## config.mk

```make
export PLATFORM = sky130hd
export DESIGN_NAME = systolic_input_feeder
export DESIGN_NICKNAME = d
export VERILOG_FILES = /design/src/rtl/systolic_pkg.sv /design/src/rtl/systolic_skew_lane.sv /design/src/rtl/systolic_input_feeder.sv
export SDC_FILE = /design/constraint.sdc
export NUM_CORES = 1
export LEC_CHECK = 0
export CORE_AREA = 2 2 302 304
export DETAILED_ROUTE_END_ITERATION = 8
export DIE_AREA = 0 0 304 306
export GPL_ROUTABILITY_DRIVEN = 0
export SLEW_MARGIN = 20
export SYNTH_ARGS = -nofsm -noshare
export SYNTH_HDL_FRONTEND = slang
export SYNTH_SLANG_ARGS = --single-unit
```

## constraint.sdc

```tcl
create_clock -name clock -period 28.5 [get_ports clock]
set_input_delay 2.85 -clock clock [delete_from_list [all_inputs] [get_ports clock]]
set_output_delay 2.85 -clock clock [all_outputs]
set_load 0.005 [all_outputs]
```

## src/rtl/systolic_pkg.sv

```systemverilog
// Shared constants, state encoding and packed-matrix helpers for the 3x3
// systolic array front end.
package systolic_pkg;
  localparam int DIM        = 3;
  localparam int FEED_STEPS = 2*DIM-1;
  localparam int STEP_W     = $clog2(FEED_STEPS);

  typedef logic [STEP_W-1:0] step_t;

  typedef enum logic [1:0] {
    ST_IDLE  = 2'd0,
    ST_FEED  = 2'd1,
    ST_DRAIN = 2'd2
  } feed_state_e;

  // LSB of element [r][c] in a row-major packed DIM x DIM matrix of ew-bit elements.
  function automatic int elem_lsb(input int r, input int c, input int ew);
    return (DIM*r + c) * ew;
  endfunction
endpackage

```

## src/rtl/systolic_skew_lane.sv

```systemverilog
// One edge lane of the feeder: picks the element for wavefront step_i,
// or zero when this lane is outside the diagonal band.
module systolic_skew_lane
  import systolic_pkg::*;
#(
  parameter int N = 31
) (
  input  step_t      step_i,
  input  logic [1:0] lane_i,
  input  logic [N:0] e0_i,
  input  logic [N:0] e1_i,
  input  logic [N:0] e2_i,
  output logic [N:0] elem_o
);
  int d;

  always_comb begin
    d      = int'(step_i) - int'(lane_i);
    elem_o = '0;
    case (d)
      0:       elem_o = e0_i;
      1:       elem_o = e1_i;
      2:       elem_o = e2_i;
      default: elem_o = '0;
    endcase
  end
endmodule

```

## src/rtl/systolic_input_feeder.sv

```systemverilog
// Captures A and B in one handshake, streams them skewed into the array edges,
// then waits for the array to drain and pulses done.
module systolic_input_feeder
  import systolic_pkg::*;
#(
  parameter int N            = 31,
  parameter int DRAIN_CYCLES = 3
) (
  input  logic               clock,
  input  logic               reset,
  input  logic               start,
  input  logic [9*(N+1)-1:0] a_mat,
  input  logic [9*(N+1)-1:0] b_mat,
  output logic               busy,
  output logic [N:0]         a0,
  output logic [N:0]         a1,
  output logic [N:0]         a2,
  output logic [N:0]         b0,
  output logic [N:0]         b1,
  output logic [N:0]         b2,
  output logic               feed_valid,
  output logic               done,
  output feed_state_e        state_dbg
);
  localparam int W  = N + 1;
  localparam int MW = DIM*DIM*W;
  localparam int DW = (DRAIN_CYCLES > 1) ? $clog2(DRAIN_CYCLES) : 1;

  // Handshake: start is sampled on a posedge and accepted only in IDLE;
  // an accepted start puts step 0 on the edges in the very next cycle.
  feed_state_e   state_q, state_d;
  step_t         step_q, step_d;
  logic [DW-1:0] drain_q, drain_d;
  logic [MW-1:0] a_q, b_q, src_a, src_b;
  logic [W-1:0]  a_out_q [DIM];
  logic [W-1:0]  b_out_q [DIM];
  logic [W-1:0]  a_lane [DIM];
  logic [W-1:0]  b_lane [DIM];
  logic          fv_q, busy_q, done_q;
  logic          accept, fv_d, done_d;

  always_comb begin
    state_d = state_q;
    step_d  = step_q;
    drain_d = drain_q;
    accept  = 1'b0;
    case (state_q)
      ST_IDLE: begin
        if (start) begin
          accept  = 1'b1;
          state_d = ST_FEED;
          step_d  = '0;
        end
      end
      ST_FEED: begin
        if (step_q == STEP_W'(FEED_STEPS-1)) begin
          state_d = ST_DRAIN;
          drain_d = '0;
        end else begin
          step_d = step_q + 1'b1;
        end
      end
      ST_DRAIN: begin
        if (drain_q == DW'(DRAIN_CYCLES-1)) state_d = ST_IDLE;
        else                                drain_d = drain_q + 1'b1;
      end
      default: state_d = ST_IDLE;
    endcase
    // On the accept edge the lanes read the input bus directly so step 0 is not delayed.
    src_a  = accept ? a_mat : a_q;
    src_b  = accept ? b_mat : b_q;
    fv_d   = (state_d == ST_FEED);
    done_d = (state_d == ST_DRAIN) && (drain_d == DW'(DRAIN_CYCLES-1));
  end

  for (genvar i = 0; i < DIM; i++) begin : g_lane
    systolic_skew_lane #(.N(N)) u_a_lane (
      .step_i (step_d),
      .lane_i (2'(i)),
      .e0_i   (src_a[elem_lsb(i, 0, W) +: W]),
      .e1_i   (src_a[elem_lsb(i, 1, W) +: W]),
      .e2_i   (src_a[elem_lsb(i, 2, W) +: W]),
      .elem_o (a_lane[i])
    );
    systolic_skew_lane #(.N(N)) u_b_lane (
      .step_i (step_d),
      .lane_i (2'(i)),
      .e0_i   (src_b[elem_lsb(0, i, W) +: W]),
      .e1_i   (src_b[elem_lsb(1, i, W) +: W]),
      .e2_i   (src_b[elem_lsb(2, i, W) +: W]),
      .elem_o (b_lane[i])
    );
  end

  always_ff @(posedge clock or posedge reset) begin
    if (reset) begin
      state_q <= ST_IDLE;
      step_q  <= '0;
      drain_q <= '0;
      a_q     <= '0;
      b_q     <= '0;
      fv_q    <= 1'b0;
      busy_q  <= 1'b0;
      done_q  <= 1'b0;
      for (int i = 0; i < DIM; i++) begin
        a_out_q[i] <= '0;
        b_out_q[i] <= '0;
      end
    end else begin
      state_q <= state_d;
      step_q  <= step_d;
      drain_q <= drain_d;
      if (accept) begin
        a_q <= a_mat;
        b_q <= b_mat;
      end
      fv_q   <= fv_d;
      busy_q <= (state_d != ST_IDLE);
      done_q <= done_d;
      for (int i = 0; i < DIM; i++) begin
        a_out_q[i] <= fv_d ? a_lane[i] : '0;
        b_out_q[i] <= fv_d ? b_lane[i] : '0;
      end
    end
  end

  assign a0         = a_out_q[0];
  assign a1         = a_out_q[1];
  assign a2         = a_out_q[2];
  assign b0         = b_out_q[0];
  assign b1         = b_out_q[1];
  assign b2         = b_out_q[2];
  assign feed_valid = fv_q;
  assign busy       = busy_q;
  assign done       = done_q;
  assign state_dbg  = state_q;
endmodule

```

# Yosys cells after proc, flatten, opt, wreduce, memory -nomap -nowiden
# Cells that the tools add are included.
dict set report totals {
  register_bits 778
  latch_bits 0
  ram_bits 0
  mem_bits_ro 0
  inputBits 579
  output_inout_bits 197
  word_cells 63
  n_memories 0
}
dict set report classes {
  n_addsub 4
  n_mul 0
  div_mod_pow 0
  n_lt_le_gt_ge 0
  eq_ne 13
  n_shift 0
  n_mux 26
  bitwise_logic 0
  n_reduce_logical 6
}
# operator count
set ops {}
lappend ops {{288-bit 2-to-1 mux} 2}
lappend ops {{32-bit one-hot mux with 3 select lines} 6}
lappend ops {{32-bit 2-to-1 mux} 6}
lappend ops {{32-bit logical NOT} 3}
lappend ops {{32-bit by 1-bit equality test with 1-bit output, second input constant} 2}
lappend ops {{32-bit by 2-bit equality test with 1-bit output, second input constant} 2}
lappend ops {{2-bit 2-to-1 mux} 5}
lappend ops {{2-bit equality test, second input constant} 4}
lappend ops {{3-bit 2-to-1 mux} 2}
lappend ops {{2-bit one-hot mux with 3 select lines} 1}
lappend ops {{3-bit one-hot mux with 2 select lines} 1}
lappend ops {{2-bit by 1-bit equality test with 1-bit output, second input constant} 2}
lappend ops {{2-bit one-hot mux with 2 select lines} 1}
lappend ops {{3-bit by 1-bit subtractor with 4-bit output, second input constant} 1}
lappend ops {{3-bit by 2-bit subtractor with 4-bit output, second input constant} 1}
lappend ops {{3-bit by 1-bit adder with 3-bit output, second input constant} 1}
lappend ops {{3-bit by 1-bit equality test with 1-bit output, second input constant} 1}
lappend ops {{3-bit by 2-bit equality test with 1-bit output, second input constant} 1}
lappend ops {{3-bit equality test, second input constant} 1}
lappend ops {{2-bit by 1-bit adder with 2-bit output, second input constant} 1}
lappend ops {{2-bit logical NOT} 1}
lappend ops {{1-bit 2-to-1 mux} 2}
lappend ops {{2-bit nonzero test} 1}
lappend ops {{1-bit logical AND} 1}

# Longest topological paths before layout
dict set report depth {
  word_depth 7
  ltp_mapped 17
  depth_no_buf 11
}

# Modules after synthesis
# From an unflattened synthesis, not the netlist that was laid out.
dict set report unflattened {
  cells_unflattened 2601
  hier_area_um2 37234.5
}
# mod n_inst cells_per_inst area_each_um2 seq_area_each_um2
set modules_own_cells {}
lappend modules_own_cells {systolic_input_feeder 1 1701 29059.1 19468.7}
lappend modules_own_cells {{systolic_skew_lane at g_lane[0].u_b_lane ...} 5 155 1356.3 0.0}
lappend modules_own_cells {{systolic_skew_lane at g_lane[0].u_a_lane} 1 125 1393.8 0.0}

# Worst setup path after synthesis
# No wires, ideal clock.
dict set report synth_path {
  path_type {input-to-reg}
  from {in start}
  to {reg b_out_q, in the netlist b2[12]}
  setup_ps 73
  arrival_time_ps 5375
  t_required_ps 28427
  slack_ps 23053
  cell_stages 14
  path_buffers 6
  path_cell_list {mux2i_1 a21o_1 buf_2 inv_2 buf_4 buf_2 buf_1 ha_1 inv_1 clkbuf_1 clkbuf_1 a21oi_1 o31a_1 nor2_1}
}
dict set report synth_via {
  elab_chain_len 6
  word_cells_on_any_way 14
  classes_between {add/sub: 1; eq/ne: 3; mux: 9; reduce/logical: 1}
}
# element line
set synth_lines {}
lappend synth_lines {{from (decl)} systolic_input_feeder.sv:11} ;# input logic start,
lappend synth_lines {{3-bit 2-to-1 mux} systolic_input_feeder.sv:49} ;# if (start) begin
lappend synth_lines {{3-bit one-hot mux with 2 select lines} systolic_input_feeder.sv:47} ;# case (state_q)
lappend synth_lines {{3-bit by 2-bit subtractor with 4-bit output} systolic_skew_lane.sv:18} ;# d = int'(step_i) - int'(lane_i);
lappend synth_lines {{32-bit by 2-bit equality test with 1-bit output (tied with other cells)} systolic_skew_lane.sv:20} ;# case (d)
lappend synth_lines {{32-bit one-hot mux with 3 select lines} systolic_skew_lane.sv:20}
lappend synth_lines {{32-bit 2-to-1 mux (*)} systolic_input_feeder.sv:122} ;# b_out_q[i] <= fv_d ? b_lane[i] : '0;
lappend synth_lines {{to (signal, indexed assignment)} systolic_input_feeder.sv:122}
lappend synth_lines {{to (decl)} systolic_input_feeder.sv:36} ;# logic [W-1:0] b_out_q [DIM];
# Every way passes the cells marked *; elsewhere a longest branch is shown, timed or not.

# Worst setup path after layout
dict set report layout_path {
  from {in start}
  to {reg b_out_q, in the netlist b1[31]}
}
dict set report layout_via {
  elab_chain_len 6
  word_cells_on_any_way 14
  classes_between {add/sub: 1; eq/ne: 3; mux: 9; reduce/logical: 1}
}
# element line
set layout_lines {}
lappend layout_lines {{3-bit 2-to-1 mux} systolic_input_feeder.sv:49}
lappend layout_lines {{3-bit one-hot mux with 2 select lines} systolic_input_feeder.sv:47}
lappend layout_lines {{3-bit by 1-bit subtractor with 4-bit output} systolic_skew_lane.sv:18}
lappend layout_lines {{32-bit by 2-bit equality test with 1-bit output (tied with other cells)} systolic_skew_lane.sv:20}
lappend layout_lines {{32-bit one-hot mux with 3 select lines} systolic_skew_lane.sv:20}
lappend layout_lines {{32-bit 2-to-1 mux (*)} systolic_input_feeder.sv:122}
# Marks and branches as above.

==> flow_summary.toml <==
[sta]
maxSlewHeadroom_pct = 27.7
slew_violations = 0
holdWs_ps = 461
finalCritPeriodShare_pct = 23.4
max_freq_ghz = 0.150
setup_violations = 0
layout_min_cycle_time_ps = 6660
hold_violations = 0
worst_pin_slew_ps = 1080
grt_setup_unrepaired = "no"
fin_skew_ps = 27.0
setup-tns-final_ps = 0

[route]
wl_met1_mm = 46.1
route.met3.wl_mm = 7.01
remaining_drc_errors = 0
top_layer_used = "met5"
drt_iter0_drc = 1813
vias_per_cell = 5.04
wl_per_cell_um = 22.0
routed_wl_mm = 111
dr.pass1.iters = 9
wl_met2_mm = 55.1
route.antenna.remaining_nets = 0
vias = 25500

[cts]
clk_latency_ps = 660
cts-root-buf = "clkbuf_16"
clkSlewWorstSetupHoldPaths_ps = 60
cts_setup_buffers = 0
clock_path_buffers = 3
cts_tree = "built"
cts_hold_buffers = 0
clock_sinks = 778
htree_num_levels = 3
cts_buffers = 89
cts-resized-gates = 0

[floorplanning]
die-area_mm2 = 0.0930
start_util_pct = 36.2
die_w_um = 304
num_rows = 110
core_mm2 = 0.0896
die_h_um = 306
io_pins = 776

[cells_and_area]
area_delta_synth_final_pct = 35.9
layout.nets = 4386
drive_gt1_share_pct = 10.2

[logic_synthesis]
synth_area_mm2 = 0.0325
synth-edff-count = 0
synthCells = 3124
netlist.top_cell.by_area = "dfrtp_1"
syn_avg_cell_area_um2 = 10.4
synthFlopType = "dfrtp_1"
yosys-top-cells-area = "dfrtp_1, nand2_1, mux2_2"
seq_area_frac_synth_pct = 60.0
yosys.cell_types.count = 41
syn-num-nets = 3713
netlist.area_leader.share_pct = 60.0
ys_ff_latch = 778
async_reset_ff_share_pct = 100
yosysWarnings = 0

[global_route]
antenna_found_initial = 27
grt_pass1_wl_mm = 166
grt_start_max_net_pins = 192
grtUsageTotal_pct = 23.4
overflow = 0
first_global_vias = 26000

[run]
maxCapViolCount = 0

[setup_path]
critPathKind = "input port to register"
cp-start-kind = "input port"
worstPathRequired_ps = 29070
crit_arrival_ps = 7230
worstSetupEndpointType = "register"
worstPathMaxFanout = 66

[hold_path]
hp-class = "register to register"

[power_and_ir_drop]
leakage_nw = 20.7
pwr-share-clk_pct = 21.7
pwr-share-comb_pct = 45.5
p_sw_share_pct = 39.0
worst_ir_drop_vdd_mv = 0.0844
powerDensity_mw_per_mm2 = 119
p_int_mw = 3.20
switchingPower_mw = 2.05
seqPwrFrac_pct = 32.8

[placed_design]
dpl.hpwl_mm = 72.7
port_buffers = 775

[status]
outcome = "complete, no violations"
-- flip-flops by register name, indices dropped and copies added, names as in the netlist --
name,cells
a1,32
b_q,288
b2,32
b0,32
a0,32
drain_q,2
b1,32
a2,32
done,1
a_q,288
step_q,3
state_dbg,2
busy,1
feed_valid,1
-- layer usage --
layer | up-vias | track usage (%)
met4 | 26 | 7.47
met5 | - | 0
met1 | 12700 | 30.0
li1 | 11900 | -
met3 | 172 | 5.58
met2 | 762 | 39.0
-- critical path: stages --
cell and delay (ps):
clkdlybuf4s50_1 500, mux2i_1 440, a21o_4 640, inv_6 420, ha_1 400, nor3_4 750
buf_4 710, nand3_1 180, a21oi_1 180
-- Yosys cell counts, drive strengths merged (2+ instances only) --
cell type	instances
nor2	136
a211o	64
inv	14
and2	2
nand3	93
nand2b	4
and3	13
and4	2
nand2	1146
a211oi	2
o31a	16
nor2b	3
mux2	200
mux2i	129
dfrtp	778
a32o	2
a221oi	65
ha	10
a21oi	94
buf	51
a2bb2oi	64
o21ba	12
clkbuf	177
a222oi	36
nor3	2
-- power groups by stage --
stage / Clock (mW) / Sequential (mW) / Combinational [mW]
6_report: 1.14 / 1.72 / 2.39
5_1_grt: 1.21 / 1.77 / 2.61
4_1_cts: 1.16 / 1.73 / 2.40
3_5_place_dp: 0 / 1.74 / 2.40
3_3_place_gp: 0 / 1.73 / 2.38
2_1_floorplan: 0 / 1.72 / 1.61
-- kinds of logic (layout without fill, tap and decap cells) --
family                     after synthesis  in the layout  synth area share, %
other                                    0             14                    0
DFF                                    778            778                 60.0
AOI/OAI and AO/OA                      360            360                 8.85
adders and majority gates               10             10                0.385
and+or+nand+nor                       1405           1405                 16.9
buffers and inverters                  242            983                 2.95
muxes                                  329            329                 10.9
-- layout by cell type (no fill, tap or decap), types with 7 or more instances in the layout --
| cell | Yosys | routed |
|---|---|---|
| a221oi_1 | 64 | 64 |
| a211o_1 | 64 | 64 |
| o21ba_1 | 7 | 7 |
| clkbuf_1 | 177 | 21 |
| clkdlybuf4s50_1 | 0 | 775 |
| a222oi_1 | 36 | 36 |
| and3_1 | 13 | 13 |
| buf_4 | 2 | 27 |
| ha_1 | 10 | 10 |
| clkinv_2 | 0 | 16 |
| nand2_1 | 1146 | 1144 |
| nand3_1 | 93 | 93 |
| inv_1 | 12 | 11 |
| a2bb2oi_1 | 64 | 64 |
| o31a_1 | 16 | 16 |
| clkbuf_8 | 0 | 18 |
| clkbuf_16 | 0 | 90 |
| mux2_2 | 200 | 200 |
| dfrtp_1 | 778 | 778 |
| mux2i_1 | 129 | 129 |
| nor2_1 | 135 | 133 |
| diode_2 | 0 | 14 |
| a21oi_1 | 94 | 93 |
-- final timing paths --
kind                               from  endpoint  slack, ps  cells after the start
max reg2reg                state_dbg[1]    b1[31]      23650                     10
max in group asynchronous         reset  a_q[179]      22700                      5
min in group asynchronous         reset  b_q[187]       2780                      2
min                            a_q[230]  a_q[230]        460                      2
max                               start    b1[31]      21840                      9
min reg2reg                    a_q[230]  a_q[230]        460                      2
-- through the flow --
stage / power, mW / setup WS [ps] / cell area, um^2 / util (%) / cells
after floorplan: 3.34 / 3810 / 32500 / - / 3124
after global placement: 4.11 / 21330 / 41200 / 46.0 / 4882
after detailed placement: 4.14 / 21210 / 41200 / 46.0 / 4882
after CTS: 5.29 / 21860 / 44100 / 49.2 / 5041
after global routing: 5.59 / 21560 / 44100 / 49.2 / 5053
final: 5.25 / 21840 / 44100 / 49.2 / 5055
-- cell type report --
cell class,instances,area (um^2)
multi-input cells,2104,12100
repair buffers,810,8090
clock inverters,30,318
flip-flops and latches,778,19500
well taps,1176,1470
diodes,14,35.0
fillers,8355,45500
clock buffers,129,2580
inverters,14,65.1
No activity file was read; power rests on OpenSTA's default activity.
